### src/rtl/store_buffer.sv
// Store buffer: circular FIFO of committed stores; optional load forwarding (STBUF_FORWARD_EN).
// Latency: a pushed store drains no earlier than the next cycle; a load response comes 1 cycle after rd.
// Backpressure: push_ready drops when full; drain_stall holds the head; without forwarding, loads wait for empty.
module store_buffer #(
    parameter int STBUF_DEPTH    = 4,
    parameter int ADDR_WIDTH     = 32,
    parameter int SIZE_WIDTH     = 2,
    parameter int REG_DATA_WIDTH = 32,
    parameter int BUS_DATA_WIDTH = 32
) (
    input  logic                      clk,
    input  logic                      rst,
    input  logic                      stbuf_push_valid,
    input  logic [ADDR_WIDTH-1:0]     stbuf_push_addr,
    input  logic [SIZE_WIDTH-1:0]     stbuf_push_size,
    input  logic [REG_DATA_WIDTH-1:0] stbuf_push_data,
    output logic                      stbuf_push_ready,
    output logic                      stbuf_empty,
    output logic [ADDR_WIDTH-1:0]     bus_tcm_stbuf_write_addr,
    output logic [SIZE_WIDTH-1:0]     bus_tcm_stbuf_write_size,
    output logic [REG_DATA_WIDTH-1:0] bus_tcm_stbuf_data,
    output logic                      bus_tcm_stbuf_wr,
    input  logic                      stbuf_drain_stall,
    input  logic                      stbuf_load_valid,
    input  logic [ADDR_WIDTH-1:0]     stbuf_load_addr,
    input  logic [SIZE_WIDTH-1:0]     stbuf_load_size,
    output logic                      stbuf_load_ready,
    output logic [ADDR_WIDTH-1:0]     bus_tcm_stbuf_read_addr,
    output logic [SIZE_WIDTH-1:0]     bus_tcm_stbuf_read_size,
    output logic                      bus_tcm_stbuf_rd,
    input  logic [BUS_DATA_WIDTH-1:0] tcm_bus_stbuf_data,
    output logic                      stbuf_load_resp_valid,
    output logic [BUS_DATA_WIDTH-1:0] stbuf_load_resp_data
);

    localparam int                  PTR_W    = $clog2(STBUF_DEPTH);
    localparam logic [PTR_W:0]      FULL_CNT = (PTR_W+1)'(STBUF_DEPTH);
    localparam logic [SIZE_WIDTH-1:0] SIZE_INV = SIZE_WIDTH'(3);

    logic [PTR_W-1:0]          head_q, head_d, tail_q, tail_d;
    logic [PTR_W:0]            count_q, count_d;
    logic [ADDR_WIDTH-1:0]     ent_addr_q [STBUF_DEPTH];
    logic [ADDR_WIDTH-1:0]     ent_addr_d [STBUF_DEPTH];
    logic [SIZE_WIDTH-1:0]     ent_size_q [STBUF_DEPTH];
    logic [SIZE_WIDTH-1:0]     ent_size_d [STBUF_DEPTH];
    logic [REG_DATA_WIDTH-1:0] ent_data_q [STBUF_DEPTH];
    logic [REG_DATA_WIDTH-1:0] ent_data_d [STBUF_DEPTH];
    logic                      resp_valid_q, resp_valid_d;
    logic                      push_fire, pop_fire, load_fire;

    assign stbuf_empty      = (count_q == '0);
    assign stbuf_push_ready = (count_q != FULL_CNT);
    assign push_fire        = stbuf_push_valid && stbuf_push_ready;
    assign pop_fire         = !stbuf_empty && !stbuf_drain_stall;

    assign bus_tcm_stbuf_write_addr = ent_addr_q[head_q];
    assign bus_tcm_stbuf_write_size = ent_size_q[head_q];
    assign bus_tcm_stbuf_data       = ent_data_q[head_q];
    // Invalid-size entries still leave the queue; only the strobe is withheld.
    assign bus_tcm_stbuf_wr         = pop_fire && (ent_size_q[head_q] != SIZE_INV);

    assign bus_tcm_stbuf_read_addr = stbuf_load_addr;
    assign bus_tcm_stbuf_read_size = stbuf_load_size;
    assign load_fire               = stbuf_load_valid && stbuf_load_ready && rst;
    assign bus_tcm_stbuf_rd        = load_fire;
    assign resp_valid_d            = load_fire;
    assign stbuf_load_resp_valid   = resp_valid_q;

    always_comb begin
        head_d     = head_q;
        tail_d     = tail_q;
        count_d    = count_q;
        ent_addr_d = ent_addr_q;
        ent_size_d = ent_size_q;
        ent_data_d = ent_data_q;
        if (push_fire) begin
            ent_addr_d[tail_q] = stbuf_push_addr;
            ent_size_d[tail_q] = stbuf_push_size;
            ent_data_d[tail_q] = stbuf_push_data;
            tail_d             = tail_q + PTR_W'(1);
        end
        if (pop_fire) begin
            head_d = head_q + PTR_W'(1);
        end
        if (push_fire && !pop_fire) begin
            count_d = count_q + (PTR_W+1)'(1);
        end else if (!push_fire && pop_fire) begin
            count_d = count_q - (PTR_W+1)'(1);
        end
    end

    always_ff @(posedge clk or negedge rst) begin
        if (!rst) begin
            head_q       <= '0;
            tail_q       <= '0;
            count_q      <= '0;
            resp_valid_q <= 1'b0;
        end else begin
            head_q       <= head_d;
            tail_q       <= tail_d;
            count_q      <= count_d;
            resp_valid_q <= resp_valid_d;
        end
    end

    always_ff @(posedge clk) begin
        ent_addr_q <= ent_addr_d;
        ent_size_q <= ent_size_d;
        ent_data_q <= ent_data_d;
    end

`ifdef STBUF_FORWARD_EN
    localparam int NB = BUS_DATA_WIDTH / 8;
    localparam int RB = REG_DATA_WIDTH / 8;

    logic [NB-1:0]             hit_q, hit_d;
    logic [BUS_DATA_WIDTH-1:0] fwd_q, fwd_d;
    logic [BUS_DATA_WIDTH-1:0] merged;

    assign stbuf_load_ready = 1'b1;

    // Walk oldest to youngest so the youngest matching entry wins each byte.
    always_comb begin
        logic [ADDR_WIDTH-1:0] byte_addr;
        logic [ADDR_WIDTH-1:0] off;
        logic [PTR_W-1:0]      idx;
        int                    ld_bytes;
        hit_d     = '0;
        fwd_d     = '0;
        byte_addr = '0;
        off       = '0;
        idx       = '0;
        ld_bytes  = 32'(1) << stbuf_load_size;
        for (int k = 0; k < NB; k++) begin
            if (load_fire && (k < ld_bytes)) begin
                byte_addr = stbuf_load_addr + ADDR_WIDTH'(k);
                for (int i = 0; i < STBUF_DEPTH; i++) begin
                    idx = head_q + PTR_W'(i);
                    off = byte_addr - ent_addr_q[idx];
                    // Invalid-size entries are never written, so they never supply data.
                    if (((PTR_W+1)'(i) < count_q) && (ent_size_q[idx] != SIZE_INV) &&
                        (off < (ADDR_WIDTH'(1) << ent_size_q[idx]))) begin
                        for (int b = 0; b < RB; b++) begin
                            if (off == ADDR_WIDTH'(b)) begin
                                hit_d[k]        = 1'b1;
                                fwd_d[8*k +: 8] = ent_data_q[idx][8*b +: 8];
                            end
                        end
                    end
                end
            end
        end
    end

    always_ff @(posedge clk or negedge rst) begin
        if (!rst) begin
            hit_q <= '0;
            fwd_q <= '0;
        end else begin
            hit_q <= hit_d;
            fwd_q <= fwd_d;
        end
    end

    always_comb begin
        merged = tcm_bus_stbuf_data;
        for (int k = 0; k < NB; k++) begin
            if (hit_q[k]) begin
                merged[8*k +: 8] = fwd_q[8*k +: 8];
            end
        end
    end

    assign stbuf_load_resp_data = rst ? merged : '0;
`else
    assign stbuf_load_ready     = stbuf_empty;
    assign stbuf_load_resp_data = rst ? tcm_bus_stbuf_data : '0;
`endif

endmodule

### config.mk
export PLATFORM = sky130hd
export DESIGN_NAME = store_buffer
export DESIGN_NICKNAME = d
export VERILOG_FILES = /design/src/rtl/store_buffer.sv
export SDC_FILE = /design/constraint.sdc
export NUM_CORES = 1
export LEC_CHECK = 0
export ABC_CLOCK_PERIOD_IN_PS = 2600
export CAP_MARGIN = 20
export CORE_AREA = 2 2 120 209
export DETAILED_ROUTE_END_ITERATION = 16
export DIE_AREA = 0 0 122 211
export PLACE_DENSITY = 0.79
export SYNTH_ARGS = -nofsm -noshare
export SYNTH_HDL_FRONTEND = slang
export SYNTH_SLANG_ARGS = --single-unit
### constraint.sdc
create_clock -name clk -period 2.6 [get_ports clk]
set_input_delay 0.65 -clock clk [delete_from_list [all_inputs] [get_ports clk]]
set_output_delay 0.65 -clock clk [all_outputs]
set_load 0.02 [all_outputs]
# ---- After elaboration in Yosys (flattened, before gate mapping)
# Cells that the tools add are included.
dict set report word_totals {
  register_bits 272
  output_inout_bits 138
}
dict set report classes {
  n_addsub 4
  order_cmp 3
  n_eq_ne 2
  n_mux 19
  n_bitwise 2
  n_reduce_logical 14
}
# operator count
set ops {}
lappend ops {{128-bit bitwise mux} 2}
lappend ops {{32-bit two-way mux} 6}
lappend ops {{32-bit binary-select mux with 2-bit select} 2}
lappend ops {{32-bit demux with 2-bit select} 1}
lappend ops {{8-bit bitwise mux} 1}
lappend ops {{1-bit logical AND} 8}
lappend ops {{3-bit greater-or-equal comparator (second input constant)} 2}
lappend ops {{2-bit two-way mux} 3}
lappend ops {{3-bit two-way mux} 2}
lappend ops {{2-bit NOT with 3-bit output} 2}
lappend ops {{2-bit by 1-bit adder with 2-bit output (second input constant)} 2}
lappend ops {{2-bit binary-select mux with 2-bit select} 1}
lappend ops {{2-bit demux with 2-bit select} 1}
lappend ops {{1-bit logical NOT} 4}
lappend ops {{3-bit by 1-bit adder with 3-bit output (second input constant)} 1}
lappend ops {{3-bit logical NOT} 1}
lappend ops {{3-bit by 1-bit less-than comparator with 1-bit output (second input constant)} 1}
lappend ops {{3-bit inequality test (second input constant)} 1}
lappend ops {{3-bit by 1-bit subtractor with 3-bit output (second input constant)} 1}
lappend ops {{2-bit inequality test (second input constant)} 1}
lappend ops {{2-bit nonzero test} 1}

# ---- Logic depth before layout (Yosys ltp)
dict set report depth {
  ltp_word 6
  mapped_depth 8
  ltp_nobuf 8
}

# ---- Worst setup path after synthesis
# OpenSTA, ideal clock, no wires.
dict set report synth_timing {
  path_kind {input to register}
  from {input stbuf_push_valid}
  to {register ent_addr_q[0] in the netlist's numbering (enable)}
  setup_time_ps 431
  arrival_time_ps 2506
  setup_slack_ps -337
  path_stages 2
  n_path_buf 0
  path_cell_list {a21boi_2 > and2_1}
}
dict set report synth_between {
  elab_chain_len 1
}
# element line
set synth_lines {}
lappend synth_lines {{from (decl)} 13} ;# input logic stbuf_push_valid,
lappend synth_lines {{1-bit logical AND} 53} ;# assign push_fire = stbuf_push_valid && stbuf_push_ready;
lappend synth_lines {{to (signal assigned)} 107} ;# ent_addr_q <= ent_addr_d;
lappend synth_lines {{to (decl)} 42} ;# logic [ADDR_WIDTH-1:0] ent_addr_q [STBUF_DEPTH];
# No other way between the ends.
# A chain may end at the register's enable or synchronous reset.

# ---- Worst setup path after layout
dict set report layout_timing {
  from {register head_q[0]}
  to {output bus_tcm_stbuf_write_addr[18]}
}
dict set report layout_between {
  elab_chain_len 4
}
# element line
set layout_lines {}
lappend layout_lines {{from (decl)} 40} ;# logic [PTR_W-1:0] head_q, head_d, tail_q, tail_d;
lappend layout_lines {{from (signal assigned)} 94} ;# head_q <= '0;
lappend layout_lines {{from (signal assigned)} 99} ;# head_q <= head_d;
lappend layout_lines {{2-bit NOT with 3-bit output (implied by the code)} 56} ;# assign bus_tcm_stbuf_write_addr = ent_addr_q[head_q];
lappend layout_lines {{32-bit binary-select mux with 2-bit select} 56}
lappend layout_lines {{32-bit two-way mux (implied by the code) (2 in series)} 56}
lappend layout_lines {{to (decl)} 19} ;# output logic [ADDR_WIDTH-1:0] bus_tcm_stbuf_write_addr,
# No other way between the ends. The select of a mux whose other input is x is not followed.

==> metrics.txt <==
status complete, but fails checks; failing checks setup timing; IO Pins 275; asr flop ratio synth 0.0294; post-route cell area 13,900 um2; Mapped Area 10,400 um2; post-synthesis simple-gate area fraction 0.0250; EDFF count, synth 264; Peak Freq 0.367 GHz; Final TNS setup -2.92 ns; H-tree depth 1; Post-Layout Cell Count 1,000; share of cells above drive strength 1 0.318; vias 5,230; Synth area leaders edfxtp_1, mux4_2, buf_4, and2_1, dfrtp_1; logic gate share of total power 0.407; Worst Path Required 1.95 ns; Critical Path AT 2.07 ns; Seq pwr share 0.383; Syn Nets 596; Root Driver clkbuf_16; Die H 211 um; CP Launch Type register; Pwr Total 15.8 mW; met3 Usage GRT 0.0246; Worst Setup Path Type register to output pin; drt wl/cell 23.5 um; fin crit share 1.05; placed inst area 12,900 um2; grt met2 use 0.345; Pre-antenna DRT Iters 4; Die ar. 25,700 um2; CTS tree built; Setup Viol. Count Final 57; Clock Latency Late Sink 0.51 ns; DRC viols 0; gr busiest metal met2; number of global-route vias before repair 5,579; TritonCTS buffer count 23; synth warn 0; area added between synthesis and finish 33.0%; GP Congestion 0.715; Cell Rows 75; Hold Fails Final Rpt 0; most common cell after layout, fill and taps aside edfxtp_1; compound-gate portion of the synthesized area 0.00192; clock sinks 272; initial antenna violation count 1; IO buf count 206; cells after synthesis 453; leakage 4.86 nW; antenna-violating nets left 0; RSZ-0062 raised after global routing yes; dpl cells 940; Clock Skew 0.0127 ns; Seq cells post-synth 272; Final Critical Period 2.72 ns; setup ws final -0.125 ns; maxcap violations 0; switching share of power 0.308; sequential fraction of the synthesis area 0.778; mux cell area share after synthesis 0.144; dominant cell type by area after synthesis edfxtp_1; Tightest Pin Transition 0.327 ns; pin count of the biggest net entering global routing 38; Cell variety after synth 23; Initial Util 0.437; CTS clock-pin slew for the worst setup and hold paths 0.07 ns; via/cell ratio 5.23; largest family of logic cells by synthesized area multiplexers; design internal power 10.9 mW; wirelength, routed 23,500 um; top_reg_cell synth edfxtp_1; M1 GR Usage 0.182; sw power 4.87 mW; Hold Crit Class primary input to async pin; Worst VDD drop 0.936 mV; adder-cell share of the synthesized area 0.00791; Max clock buf depth 3; CTS Hold Bufs 0; Clk pwr share 0.210; Die X 122 um; initial drt markers 335; relative slew slack 0.781; gr ovfl total 0; most frequent cells in the layout edfxtp_1, clkdlybuf4s50_1, mux4_2; Synth Area in XOR/XNOR 0.00503; first-pass GRT wire length 33,800 um; maximum fanout along the worst path 6; pins over their slew limit 0; Avg Inst Size Synth 23.1 um2; top-area cell type share of the netlist area 0.759; Std-Cell Core Area 23,900 um2; Final HPWL DP 15,800 um; power per cell area 1140 nW/um2; crit path capture type output pin; gr usage total 0.180; final net count 817
[critical path, cell delays in order (launching register included)]
cell	delay (ns)
dfrtp_4	0.55
buf_6	0.16
buf_8	0.13
buf_16	0.14
mux4_2	0.44
buf_6	0.15
[final timing paths]
check                                            start                         endpoint  slack [ns]  depth (start not counted)
worst max-delay path             head_q[0]$_DFFE_PN0P_     bus_tcm_stbuf_write_addr[18]       -0.12                          5
worst min-delay path                               rst  stbuf_load_resp_valid$_DFF_PN0_        0.47                          2
min in group clk                count_q[2]$_DFFE_PN0P_           count_q[2]$_DFFE_PN0P_        0.55                          1
worst min register to register  count_q[2]$_DFFE_PN0P_           count_q[2]$_DFFE_PN0P_        0.55                          1
max in group asynchronous                          rst            head_q[0]$_DFFE_PN0P_        1.82                          3
worst max register to register  count_q[2]$_DFFE_PN0P_           count_q[2]$_DFFE_PN0P_        0.43                         10
[timing repair]
item                       CTS  global route
cloned                       3             2
pin swaps                    0             0
setup endpoints to repair  101            67
buffers inserted             8             4
gates resized for setup    404            26
[layout make-up]
cell class | instances | area [um2]
Sequential cell | 272 | 8140
Clock buffer | 26 | 587
Timing Repair Buffer | 249 | 2700
Antenna cell | 1 | 2.50
Multi-Input combinational cell | 125 | 1940
Tap cell | 308 | 385
Clock inverter | 16 | 133
Inverter | 3 | 11.3
Fill cell | 1754 | 10000
[flip-flops by register name (all words and copies together) (netlist names)]
register / count
count_q: 3
ent_addr_q: 128
ent_data_q: 128
ent_size_q: 8
head_q: 2
stbuf_load_resp_valid: 1
tail_q: 2
[Yosys cell counts (2+ instances only)]
cell type	n
mux4_2	66
xnor2_1	3
buf_6	5
xor2_1	3
edfxtp_1	264
and2_1	36
nor2_1	2
buf_4	37
clkbuf_1	4
mux2_2	2
inv_1	3
ha_1	5
buf_2	5
buf_1	2
dfrtp_1	8
[through the flow]
| stage | utilization | hold WS [ns] | setup WS (ns) |
|---|---|---|---|
| finish | 0.581 | 0.474 | -0.125 |
| floorplan | - | 0.354 | 0.175 |
| global route | 0.581 | 0.465 | -0.191 |
| global placement | 0.540 | 0.518 | -0.164 |
| detailed placement | 0.540 | 0.535 | -0.185 |
| CTS | 0.574 | 0.460 | -0.168 |
[cells by family (layout without fill, tap and decap cells)]
kind of cell | count (synthesis) | in the layout
other | 0 | 1
and+or+nand+nor | 43 | 43
AOI/OAI and AO/OA | 2 | 2
adders and majority gates | 6 | 6
DFF | 272 | 272
muxes | 68 | 68
xor gates and xnor gates | 6 | 6
buffers and inverters | 56 | 294
[power by group through the flow]
stage	combinational (mW)	clock [mW]	sequential (mW)
3_5_place_dp	5.94	0	6.18
5_1_grt	6.79	3.55	6.13
6_report	6.43	3.31	6.06
3_3_place_gp	5.85	0	6.10
4_1_cts	6.30	3.39	6.07
2_1_floorplan	3.39	0	6.04
[routing by layer]
metal | vias to the layer above | routed length, um
li1 | 2250 | -
met5 | - | 0
met2 | 210 | 13500
met4 | 0 | 1170
met3 | 81 | 1360
met1 | 2689 | 7470
Power figures use the tool's default switching activity.
